--- src/rtl/timer_ctrl.sv ---
// Run controller for the 7-segment countdown timer.
// Owns the one-second prescale counter and the remaining time, kept as BCD mm:ss.
module timer_ctrl #(
    parameter logic [31:0] TICK_PERIOD = 32'd50000000
) (
    input  logic        clock,
    input  logic        reset,
    input  logic        start,
    input  logic        pause,
    input  logic        clear,
    input  logic [6:0]  load_min,
    input  logic [5:0]  load_sec,
    output logic [31:0] counter,
    output logic        running,
    output logic [7:0]  min_bcd,
    output logic [7:0]  sec_bcd,
    output logic        done,
    output logic [1:0]  state
);

    typedef enum logic [1:0] {
        IDLE  = 2'd0,
        RUN   = 2'd1,
        PAUSE = 2'd2,
        DONE  = 2'd3
    } state_t;

    state_t      state_q, state_d;
    logic [31:0] counter_q, counter_d;
    logic [7:0]  min_q, min_d;
    logic [7:0]  sec_q, sec_d;
    logic        running_q, done_q;

    logic [6:0]  min_clamp;
    logic [6:0]  sec_clamp;
    logic        preset_nz;
    logic        wrap;
    logic [15:0] dec_time_v;

    function automatic logic [7:0] bin2bcd(input logic [6:0] v);
        logic [6:0] rem;
        logic [3:0] tens;
        rem  = v;
        tens = 4'd0;
        for (int i = 0; i < 9; i++) begin
            if (rem >= 7'd10) begin
                rem  = rem - 7'd10;
                tens = tens + 4'd1;
            end
        end
        return {tens, 4'(rem)};
    endfunction

    // Only called with a non-zero time, so the minutes borrow never underflows.
    function automatic logic [15:0] dec_time(input logic [7:0] m, input logic [7:0] s);
        logic [7:0] m_n;
        logic [7:0] s_n;
        m_n = m;
        s_n = s;
        if (s[3:0] != 4'd0) begin
            s_n = {s[7:4], s[3:0] - 4'd1};
        end else if (s[7:4] != 4'd0) begin
            s_n = {s[7:4] - 4'd1, 4'd9};
        end else begin
            s_n = 8'h59;
            if (m[3:0] != 4'd0) begin
                m_n = {m[7:4], m[3:0] - 4'd1};
            end else if (m[7:4] != 4'd0) begin
                m_n = {m[7:4] - 4'd1, 4'd9};
            end
        end
        return {m_n, s_n};
    endfunction

    assign min_clamp  = (load_min > 7'd99) ? 7'd99 : load_min;
    assign sec_clamp  = ({1'b0, load_sec} > 7'd59) ? 7'd59 : {1'b0, load_sec};
    assign preset_nz  = (min_clamp != 7'd0) || (sec_clamp != 7'd0);
    assign wrap       = (counter_q == TICK_PERIOD - 32'd1);
    assign dec_time_v = dec_time(min_q, sec_q);

    always_comb begin
        state_d   = state_q;
        counter_d = counter_q;
        min_d     = min_q;
        sec_d     = sec_q;
        if (clear) begin
            state_d   = IDLE;
            counter_d = 32'd0;
            min_d     = 8'h00;
            sec_d     = 8'h00;
        end else begin
            case (state_q)
                IDLE, DONE: begin
                    if (start && preset_nz) begin
                        state_d   = RUN;
                        counter_d = 32'd0;
                        min_d     = bin2bcd(min_clamp);
                        sec_d     = bin2bcd(sec_clamp);
                    end
                end
                RUN: begin
                    // start outranks pause even though start itself does nothing in RUN
                    if (pause && !start) begin
                        state_d = PAUSE;
                    end else if (wrap) begin
                        counter_d = 32'd0;
                        min_d     = dec_time_v[15:8];
                        sec_d     = dec_time_v[7:0];
                        if (dec_time_v == 16'h0000) begin
                            state_d = DONE;
                        end
                    end else begin
                        counter_d = counter_q + 32'd1;
                    end
                end
                PAUSE: begin
                    if (start) begin
                        state_d = RUN;
                    end
                end
                default: state_d = IDLE;
            endcase
        end
    end

    always_ff @(posedge clock or posedge reset) begin
        if (reset) begin
            state_q   <= IDLE;
            counter_q <= 32'd0;
            min_q     <= 8'h00;
            sec_q     <= 8'h00;
            running_q <= 1'b0;
            done_q    <= 1'b0;
        end else begin
            state_q   <= state_d;
            counter_q <= counter_d;
            min_q     <= min_d;
            sec_q     <= sec_d;
            running_q <= (state_d == RUN);
            done_q    <= (state_d == DONE);
        end
    end

    assign state   = state_q;
    assign counter = counter_q;
    assign min_bcd = min_q;
    assign sec_bcd = sec_q;
    assign running = running_q;
    assign done    = done_q;

endmodule

--- config.mk ---
export PLATFORM = sky130hd
export DESIGN_NAME = timer_ctrl
export DESIGN_NICKNAME = d
export VERILOG_FILES = /design/src/rtl/timer_ctrl.sv
export SDC_FILE = /design/constraint.sdc
export NUM_CORES = 1
export LEC_CHECK = 0
export ABC_AREA = 1
export CAP_MARGIN = 20
export CELL_PAD_IN_SITES_DETAIL_PLACEMENT = 1
export CELL_PAD_IN_SITES_GLOBAL_PLACEMENT = 1
export CORE_ASPECT_RATIO = 1.75
export CORE_MARGIN = 5
export CORE_UTILIZATION = 42
export CTS_BUF_LIST = sky130_fd_sc_hd__clkbuf_16
export DETAILED_ROUTE_END_ITERATION = 10
export PLACE_DENSITY = 0.93
export REMOVE_ABC_BUFFERS = 1
export SYNTH_ARGS = -nofsm -noshare
export SYNTH_HDL_FRONTEND = slang
export SYNTH_SLANG_ARGS = --single-unit
export TNS_END_PERCENT = 20
--- constraint.sdc ---
create_clock -name clock -period 3.7 [get_ports clock]
set_clock_uncertainty 0.2 [all_clocks]
set_input_delay 0.74 -clock clock [delete_from_list [all_inputs] [get_ports clock]]
set_output_delay 0.74 -clock clock [all_outputs]
set_load 0.01 [all_outputs]
==> results of run 1 <==
-- synth_stat cells (5+ instances only) --
cell type,instances
nand3b_1,12
o21ai_1,14
nand2_4,16
nand2_1,364
nor4_1,7
inv_2,14
o211ai_1,5
xnor2_1,13
dfrtp_1,52
nand3_4,6
clkbuf_1,9
inv_1,202
nor2_2,11
nand3_1,100
nor3_1,22
a21oi_1,37
nand3_2,7
o22ai_1,6
nand4_1,44
nor2_1,84
xor2_1,18
ha_1,46
o21ai_0,58
nand2_2,55
nor2_4,8
-- stage by stage --
| stage | instance area (µm²) | TNS (ns) | hold WS, ns | instances |
|---|---|---|---|---|
| floorplan | 7460 | -70.64 | 0.334 | 1237 |
| global placement | 10500 | -77.26 | 0.322 | 1804 |
| detailed placement | 10500 | -99.92 | 0.336 | 1804 |
-- kinds of logic after synthesis --
logic type	share of synthesized area (%)
and+or+nand+nor	48.9
buffers and inverters	11.7
AOI/OAI and AO/OA	10.8
DFF	17.3
adders and majority gates	7.65
xor gates and xnor gates	3.61
==> impl_metrics.csv, run 1 <==
group,metric,value,unit
clock_tree,postCtsHoldBufs,0,
logic_synthesis,synth_seq_area_share,17.3,%
run_status,failed_stage,"clock tree synthesis (4_1_cts)",
logic_synthesis,syn_area_per_cell,6.02,µm²
run_status,status,"stopped before the end",
logic_synthesis,synth_cell_type_count,48,
floorplan,initial_core_util,42.9,%
floorplan,rows,64,
logic_synthesis,synth_seq_cells,52,
logic_synthesis,synth_edf_count,0,
clock_tree,cts_setup_buffers,66,
clock_tree,root_buffer,"clkbuf_16",
logic_synthesis,yosysTopAreaCellShare,18.2,%
clock_tree,ctsResizeCount,278,
place,io_buffers,69,
place,pre_cts_slack,-6.68,ns
logic_synthesis,yosysTopAreaCell,"nand2_1",
run_status,error_line,"[ERROR DPL-0033] detailed placement checks failed during check placement.",
floorplan,io_pins,70,
clock_tree,clock_path_buffers,2,
clock_tree,ctsHtreeMaxLevel,2,
logic_synthesis,synth_ff_type,"dfrtp_1",
floorplan,fp.dieH,187,µm
logic_synthesis,async_flop_share,100,%
place,place_congestion,0.881,
place,dp_hpwl,28600,µm
floorplan,die_x,111,µm
logic_synthesis,yosys_warnings,0,
logic_synthesis,synth.area.top_cells,"nand2_1, dfrtp_1, inv_1",
clock_tree,cts.sinks,52,
clock_tree,cts-buffers-inserted,5,
logic_synthesis,synthesis.area,7520,µm²
logic_synthesis,synth_cells,1249,
==> inputs of run 2 (changes only) <==
==> config.mk (replaced) <==
export PLATFORM = sky130hd
export DESIGN_NAME = timer_ctrl
export DESIGN_NICKNAME = d
export VERILOG_FILES = /design/src/rtl/timer_ctrl.sv
export SDC_FILE = /design/constraint.sdc
export NUM_CORES = 1
export LEC_CHECK = 0
export ABC_AREA = 1
export CAP_MARGIN = 20
export CORE_MARGIN = 5
export CORE_UTILIZATION = 40
export DETAILED_ROUTE_END_ITERATION = 10
export PLACE_DENSITY_LB_ADDON = 0.15
export REMOVE_ABC_BUFFERS = 1
export SYNTH_ARGS = -nofsm -noshare
export SYNTH_HDL_FRONTEND = slang
export SYNTH_SLANG_ARGS = --single-unit
export TNS_END_PERCENT = 20
==> run 2 against run 1 <==
Compared with the run above:
- synthesized cell count unchanged
- the flow now finishes, with violations (negative setup slack)
- area after synthesis unchanged
==> impl_metrics.csv, run 2 <==
group,metric,value,unit
cells_and_area,finalInstanceArea,12100,µm²
floorplan,io_pins,70,
clock_tree,cts.sinks,52,
timing,timing.final.ws_setup,-4.32,ns
drt,drt-initial-drc-count,410,
place,dpl.cell_count,1817,
cells_and_area,post-route-util,64.6,%
worst_setup_path,max_stage_delay,0.18,ns
floorplan,rows,50,
worst_setup_path,path_class,"input port to flop",
drt,drc,0,
logic_synthesis,yosysTopAreaCellShare,18.2,%
floorplan,die_x,147,µm
cells_and_area,diodes,0,
cells_and_area,final_cell_mix,"buf_4, nand2_1, inv_1",
drt,ant_nets,0,
worst_setup_path,worstRegToRegCells,19,
cells_and_area,areaGrowthSynthToFinish,60.2,%
place,io_buffers,69,
logic_synthesis,synthesis.area,7520,µm²
logic_synthesis,synth_edf_count,0,
place,place_congestion,0.877,
floorplan,dieArea,21700,µm²
run_status,status,"finished, violations left",
floorplan,fp.dieH,147,µm
global_routing,grt_usage,20.0,%
global_routing,grt_pass1_vias,8868,
run_status,violations,"negative setup slack",
worst_setup_path,cp_common_cell,"nand2_2",
global_routing,antenna_found_initial,0,
logic_synthesis,yosys_warnings,0,
timing,rsz0062_at_grt,"yes",
clock_tree,postCtsHoldBufs,0,
hold_path,hold_end,"min_bcd[4]",
clock_tree,cts_tree,"yes",
worst_setup_path,critPathArrivalTime,8.01,ns
worst_setup_path,critPathBufInv,16,
worst_setup_path,startpoint_type,"input port",
drt,routed_via_density,4.83,
logic_synthesis,yosysMostFrequentCell,"nand2_1",
timing,min_period_over_period,217,%
timing,finalHoldViolCount,0,
clock_tree,insertion_delay,0.30,ns
logic_synthesis,syn_area_per_cell,6.02,µm²
worst_setup_path,r2r-end,"running",
floorplan,initial_core_util,40.4,%
clock_tree,clock_path_buffers,2,
cells_and_area,largest_register_ffs,32,
place,pre_cts_slack,-5.60,ns
logic_synthesis,async_flop_share,100,%
drt,vias,9200,
worst_setup_path,worstReg2RegStart,"min_bcd[0]",
logic_synthesis,yosysTopAreaCell,"nand2_1",
place,placed_area,10500,µm²
timing,fin_crit,8.02,ns
hold_path,whs_path_depth,2,
global_routing,grt-ovfl-total,0,
timing,relSlewSlack,58.5,%
flow_run,max_cap_viol_count,0,
drt,routed_wl,22200,µm
global_routing,grt_max_degree,23,
timing,setup_viol,14,
clock_tree,ctsHtreeMaxLevel,2,
clock_tree,clkSlewWorstSetupHoldPaths,0.07,ns
cells_and_area,drive_above_1_share,39.0,%
place,dp_hpwl,16700,µm
logic_synthesis,yosys-top-cells-count,"nand2_1, inv_1, nand3_1, nor2_1, o21ai_0",
clock_tree,root_buffer,"clkbuf_16",
drt,dr.pass1.iters,5,
global_routing,grt_pass1_wl,38100,µm
timing,tightest_slew,0.616,ns
cells_and_area,fin_cells,1904,
logic_synthesis,synth_ff_type,"dfrtp_1",
hold_path,hold_start,"min_bcd[4]",
cells_and_area,mostFrequentLayoutCell,"buf_4",
logic_synthesis,synth_cell_type_count,48,
hold_path,hold_class,"flop to flop",
timing,timing.fmax,125,MHz
logic_synthesis,synth_seq_cells,52,
worst_setup_path,reg2reg_slack,0.45,ns
floorplan,core_area,18600,µm²
worst_setup_path,cp-end-kind,"flop",
logic_synthesis,synth_cells,1249,
cells_and_area,final_nets,1733,
drt,wl_per_cell,11.7,µm
worst_setup_path,critPathRequiredTime,3.69,ns
logic_synthesis,synth_seq_area_share,17.3,%
clock_tree,cts-buffers-inserted,5,
worst_setup_path,crit_fanout,5,
worst_setup_path,slowest_stage,"ha_2",
timing,slew_violations,0,
logic_synthesis,synth.area.top_cells,"nand2_1, dfrtp_1, inv_1",
worst_setup_path,path_delay_family,"simple AND/OR/NAND/NOR gates",
==> run 2: layout make-up <==
cell class,instances,area [µm²]
Clock buffer,6,139
Sequential cell,52,1300
Inverter,217,822
Timing Repair Buffer,424,3370
Tap cell,234,293
Clock inverter,2,38.8
Multi-Input combinational cell,969,6080
Fill cell,1625,6590
==> run 2: worst max path at each step <==
stage | slack (ns) | to | cells after the start | start
global route | -4.93 | min_bcd[6] | 88 | load_min[4]
CTS | -4.21 | min_bcd[6] | 85 | load_min[4]
finish | -4.32 | min_bcd[6] | 86 | load_min[4]
detailed placement | -5.60 | min_bcd[7] | 86 | load_min[2]
floorplan | -5.23 | min_bcd[7] | 85 | load_min[6]
global placement | -5.28 | sec_bcd[7] | 72 | load_sec[2]
==> run 2: routing by layer <==
layer / part of all wire (%) / wire [µm] / track usage, % / vias to the layer above
met5: 0 / 0 / 0 / -
met4: 1.9 / 413 / 4.89 / 0
met3: 3.5 / 789 / 2.78 / 28
met2: 50 / 11200 / 35.9 / 127
met1: 44 / 9880 / 25.2 / 4169
li1: - / - / - / 4876
==> run 2: kinds of logic (layout without fill, tap and decap cells) <==
family / after synthesis / count (layout) / share of synthesized area [%]
adders and majority gates: 46 / 46 / 7.65
and+or+nand+nor: 747 / 748 / 48.9
buffers and inverters: 229 / 649 / 11.7
xor gates and xnor gates: 31 / 31 / 3.61
DFF: 52 / 52 / 17.3
AOI/OAI and AO/OA: 144 / 144 / 10.8
==> run 2: timing repair <==
| action | 4_1_cts | 5_1_grt |
|---|---|---|
| pin swaps | 103 | 91 |
| buffers inserted | 61 | 18 |
| resized for setup | 160 | 93 |
| endpoints found under the setup margin | 24 | 28 |
| cloned | 1 | 0 |
==> run 2: worst reg2reg max path: stages, from the launching register on <==
cell and delay [ns]:
dfrtp_1 0.42, inv_1 0.13, ha_1 0.18, inv_1 0.04
nor2_1 0.13, inv_1 0.08, nor2_1 0.24, inv_1 0.10
o21ai_1 0.30, inv_1 0.12, nand2_1 0.07, o21ai_0 0.12
nor4_2 0.29, nand3_1 0.16, o211ai_1 0.18, nand2_1 0.07
nand3_1 0.08, nand3_1 0.11, inv_1 0.09, nor2_1 0.04
==> run 2: through the flow <==
step                setup TNS, ns  hold WS, ns
detailed placement         -81.26        0.330
finish                     -58.86        0.322
global route               -67.76        0.391
floorplan                  -70.64        0.334
CTS                        -57.74        0.350
global placement           -77.81        0.321
Power of run 2 is not shown: default switching activity piles up to over one toggle a cycle in this logic, so the estimate is an artifact.
